[src/rtl/dmux_438.sv]
// Registered 1-to-2 demux with valid/ready handshakes and per-channel delivered-word counters.
// Optional feature: define DMUX438_ALT_EN to ignore sel and alternate targets A,B,A,B...
module dmux_438 #(
  parameter int CNT_W = 8
) (
  input  logic             clk,
  input  logic             rst,
  input  logic             enb,
  input  logic             sel,
  input  logic [3:0]       din,
  input  logic             din_vld,
  output logic             din_rdy,
  output logic [3:0]       A,
  output logic             a_vld,
  input  logic             a_rdy,
  output logic [3:0]       B,
  output logic             b_vld,
  input  logic             b_rdy,
  output logic [CNT_W-1:0] cnt_a,
  output logic [CNT_W-1:0] cnt_b
);

  logic [3:0]       a_data_q, a_data_d;
  logic [3:0]       b_data_q, b_data_d;
  logic             a_full_q, a_full_d;
  logic             b_full_q, b_full_d;
  logic [CNT_W-1:0] cnt_a_q, cnt_a_d;
  logic [CNT_W-1:0] cnt_b_q, cnt_b_d;

  logic target_b;
  logic a_drain, b_drain;
  logic tgt_full, tgt_drain;
  logic accept, load_a, load_b;

`ifdef DMUX438_ALT_EN
  logic tog_q, tog_d;

  assign target_b = tog_q;

  always_comb begin
    tog_d = tog_q;
    if (accept) tog_d = ~tog_q;
  end

  always_ff @(posedge clk or posedge rst) begin
    if (rst) tog_q <= 1'b0;
    else     tog_q <= tog_d;
  end
`else
  assign target_b = sel;
`endif

  always_comb begin
    // enb freezes everything: no drains, no accepts, counters hold
    a_drain   = !enb && a_full_q && a_rdy;
    b_drain   = !enb && b_full_q && b_rdy;
    tgt_full  = target_b ? b_full_q : a_full_q;
    tgt_drain = target_b ? b_drain : a_drain;
    din_rdy   = !enb && (!tgt_full || tgt_drain);
    accept    = din_vld && din_rdy;
    load_a    = accept && !target_b;
    load_b    = accept && target_b;

    a_full_d = load_a || (a_full_q && !a_drain);
    b_full_d = load_b || (b_full_q && !b_drain);
    a_data_d = load_a ? din : a_data_q;
    b_data_d = load_b ? din : b_data_q;
    cnt_a_d  = a_drain ? cnt_a_q + 1'b1 : cnt_a_q;
    cnt_b_d  = b_drain ? cnt_b_q + 1'b1 : cnt_b_q;
  end

  always_ff @(posedge clk or posedge rst) begin
    if (rst) begin
      a_data_q <= '0;
      b_data_q <= '0;
      a_full_q <= 1'b0;
      b_full_q <= 1'b0;
      cnt_a_q  <= '0;
      cnt_b_q  <= '0;
    end else begin
      a_data_q <= a_data_d;
      b_data_q <= b_data_d;
      a_full_q <= a_full_d;
      b_full_q <= b_full_d;
      cnt_a_q  <= cnt_a_d;
      cnt_b_q  <= cnt_b_d;
    end
  end

  // Output masking by enb is purely combinational; stored state reappears on release.
  assign A     = enb ? 4'b0000 : a_data_q;
  assign B     = enb ? 4'b0000 : b_data_q;
  assign a_vld = !enb && a_full_q;
  assign b_vld = !enb && b_full_q;
  assign cnt_a = cnt_a_q;
  assign cnt_b = cnt_b_q;

endmodule

[config.mk]
export PLATFORM = sky130hd
export DESIGN_NAME = dmux_438
export DESIGN_NICKNAME = d
export VERILOG_FILES = /design/src/rtl/dmux_438.sv
export SDC_FILE = /design/constraint.sdc
export NUM_CORES = 1
export LEC_CHECK = 0
export ABC_AREA = 1
export BUFFER_PORTS_ARGS = -buffer_cell sky130_fd_sc_hd__buf_2
export CAP_MARGIN = 10
export CORE_ASPECT_RATIO = 0.8
export CORE_MARGIN = 10
export CORE_UTILIZATION = 40
export DETAILED_ROUTE_END_ITERATION = 10
export PLACE_DENSITY = 0.69
export SETUP_SLACK_MARGIN = 0.15
export SLEW_MARGIN = 0
export SYNTH_ARGS = -nofsm -noshare
export SYNTH_HDL_FRONTEND = slang
export SYNTH_SLANG_ARGS = --single-unit
[constraint.sdc]
create_clock -name clk -period 1.6 [get_ports clk]
set_input_delay 0.08 -clock clk [delete_from_list [all_inputs] [get_ports clk]]
set_output_delay 0.08 -clock clk [all_outputs]
set_load 0.02 [all_outputs]
==> reports/qor.csv <==
metric,value,unit
drive_gt1_frac,0.268,
gr-usage-all-layers,0.0983,
grt_pass1_vias,1105,
hold_viol_final,0,
cp_slowest_stage_delay,0.44,ns
cp_max_fo,8,
synth_nets,165,
synthCells,152,
critPathTopFamily,flip-flops,
diodes,0,
firstDrtPassIters,4,
wl,2880,um
relSlewSlack,0.769,
htreeDepth,1,
netlist_area,0.00128,mm^2
yosys_warnings,0,
ant_nets,0,
start_kind,flip-flop,
cts_tree,built,
critPathBufInv,2,
synth-seq-cells,26,
grt_start_max_net_pins,27,
status,completed,
layout_worst_path_cycle_share,0.844,
synth.avg_cell_area,8.40,um^2
dpl-instance-area,0.00152,mm^2
report.final.slew_viol_count,0,
detail_route.iter0.violations,37,
power.density,1470,mW/mm^2
synthTopCellsByArea,"dfrtp_1 51%, nand2_1 12%, inv_1 9.1%",
port_buffers,37,
die_area,0.00587,mm^2
grt_pass1_wl,4950,um
finClkSkew,0.00322,ns
hold_class,in -> reg,
via_per_inst,4.45,
fin_nets,208,
boundaryPins,38,
critical_path_class,reg -> out,
cp_slowest_cell,dfrtp_1,
setup_violations,0,
die_w,83.2,um
stdcell_area,0.00160,mm^2
vias,1041,
synthDistinctLibCells,21,
yosysTopAreaCell,dfrtp_1,
ir_worst_vdd,0.949,mV
cp.required,1.52,ns
synthToLayoutAreaGrowth,25.6,%
avgRoutedWirePerCell,12.3,um
clkTransAtPathRegs,0.09,ns
tns,0,ns
critPathArrivalTime,1.27,ns
worst_slew_pin_slew,0.346,ns
max_cap_violations,0,
coreArea,0.00309,mm^2
max_freq,741,MHz
initial_core_util,0.414,
gp_congestion,0.738,
ctsLongestPathBuffers,2,
post-route-worst-setup-slack,0.250,ns
cts_root_buffer,clkbuf_8,
drc,0,
antenna_found_initial,0,
clk_latency,0.27,ns
critPathCaptureType,primary output,
p_leak,0.914,nW
path_cells,nand3_4 -> nand3_2 -> nand2_1 -> inv_1 -> buf_2,
synth_top_area_share,0.509,
die_h,70.5,um
cts_sinks,26,
dp_slack,0.349,ns
hpwlAfterDp,2190,um
overflow,0,
rows,18,
finalCriticalPeriod,1.35,ns
yosysSeqAreaShare,0.509,
rsz0062_at_grt,false,
cts-buffers-inserted,3,
through the flow:
step / utilization / power (mW) / cells / hold slack [ns]
after floorplan: - / 1.55 / 152 / 0.120
after global placement: 0.491 / 1.81 / 229 / 0.153
after detailed placement: 0.491 / 1.83 / 229 / 0.154
after CTS: 0.518 / 2.39 / 234 / 0.0104
after global routing: 0.520 / 2.55 / 234 / 0.0234
final: 0.520 / 2.36 / 234 / 0.0233
final cells by class:
cell class / count / area, um^2
well taps: 40 / 50.0
clock buffers: 3 / 41.3
repair buffers: 39 / 203
fillers: 292 / 1480
clock inverters: 1 / 30.0
inverters: 32 / 120
multi-input cells: 93 / 509
flip-flops and latches: 26 / 651
report_power, final:
part	switching [mW]	internal, mW	leakage [nW]
clock network	0.205	0.334	0.0357
registers	0.186	0.844	0.329
logic	0.510	0.276	0.550
flip-flops by register name, indices dropped and copies added (netlist names):
name      count
cnt_b         8
a_data_q      4
cnt_a         8
a_full_q      1
b_data_q      4
b_full_q      1
layer usage:
layer	routed length [um]	up-vias	GRT usage
met2	1300	22	0.154
met1	1370	474	0.124
met5	0	-	0
met4	13	0	0.0132
li1	-	543	-
met3	200	2	0.0458
worst paths after layout:
check	start	end	slack, ns	cells after the start
max	a_full_q	din_rdy	0.25	5
min	din[3]	b_data_q[3]	0.02	3
max reg2reg	cnt_a[1]	cnt_a[6]	0.33	6
min reg2reg	b_data_q[2]	b_data_q[2]	0.49	2
max in group asynchronous	rst	cnt_a[7]	0.93	4
min in group asynchronous	rst	cnt_a[6]	0.41	4
worst reg2reg max path, cell delays in order, from the launching register on:
cell     delay (ns)
dfrtp_1        0.41
ha_1           0.16
inv_1          0.05
nor4_2         0.35
nand2_1        0.09
nand2_1        0.07
nand2_1        0.05
kinds of logic after synthesis:
kind of cell	share of synthesized area
simple gates	0.272
buf+inv	0.0970
compound gates	0.0402
flops	0.509
xor+xnor	0.0617
fa+ha+maj	0.0196
cell usage after synthesis:
library cell,number
nand2_1,40
inv_1,31
dfrtp_1,26
nor2_1,14
o21ai_0,7
nand3_1,5
xor2_1,5
xnor2_1,4
nor2_2,3
a21oi_1,2
ha_1,2
nand3_2,2
nand4_1,2
nor3_1,2
a31oi_1,1
clkbuf_1,1
inv_2,1
nand3_4,1
nand3b_1,1
nand4_4,1
nor4_2,1
timing repair:
| item | in CTS | in global routing |
|---|---|---|
| gates resized for setup | 0 | 1 |
| endpoints found under the setup margin | 0 | 1 |
| buffers inserted | 0 | 0 |
| hold buffers | 1 | 0 |
| endpoints found under the hold margin | 26 | 0 |
layout by cell type, fill, tap and decap left out:
cell type	netlist	routed
nand3_4	1	1
nor2_1	14	14
nor2_2	3	3
clkbuf_8	0	3
buf_4	0	1
nand3_2	2	2
nand3b_1	1	1
inv_2	1	1
nand4_1	2	2
a21oi_1	2	2
dlygate4sd3_1	0	1
nor3_1	2	2
nand2_1	40	40
dfrtp_1	26	26
buf_2	0	37
bufinv_16	0	1
xor2_1	5	5
xnor2_1	4	4
nand3_1	5	5
inv_1	31	31
nand4_4	1	1
o21ai_0	7	7
ha_1	2	2
a31oi_2	0	1
nor4_2	1	1
Note: power is estimated with default switching activity, not from simulation.
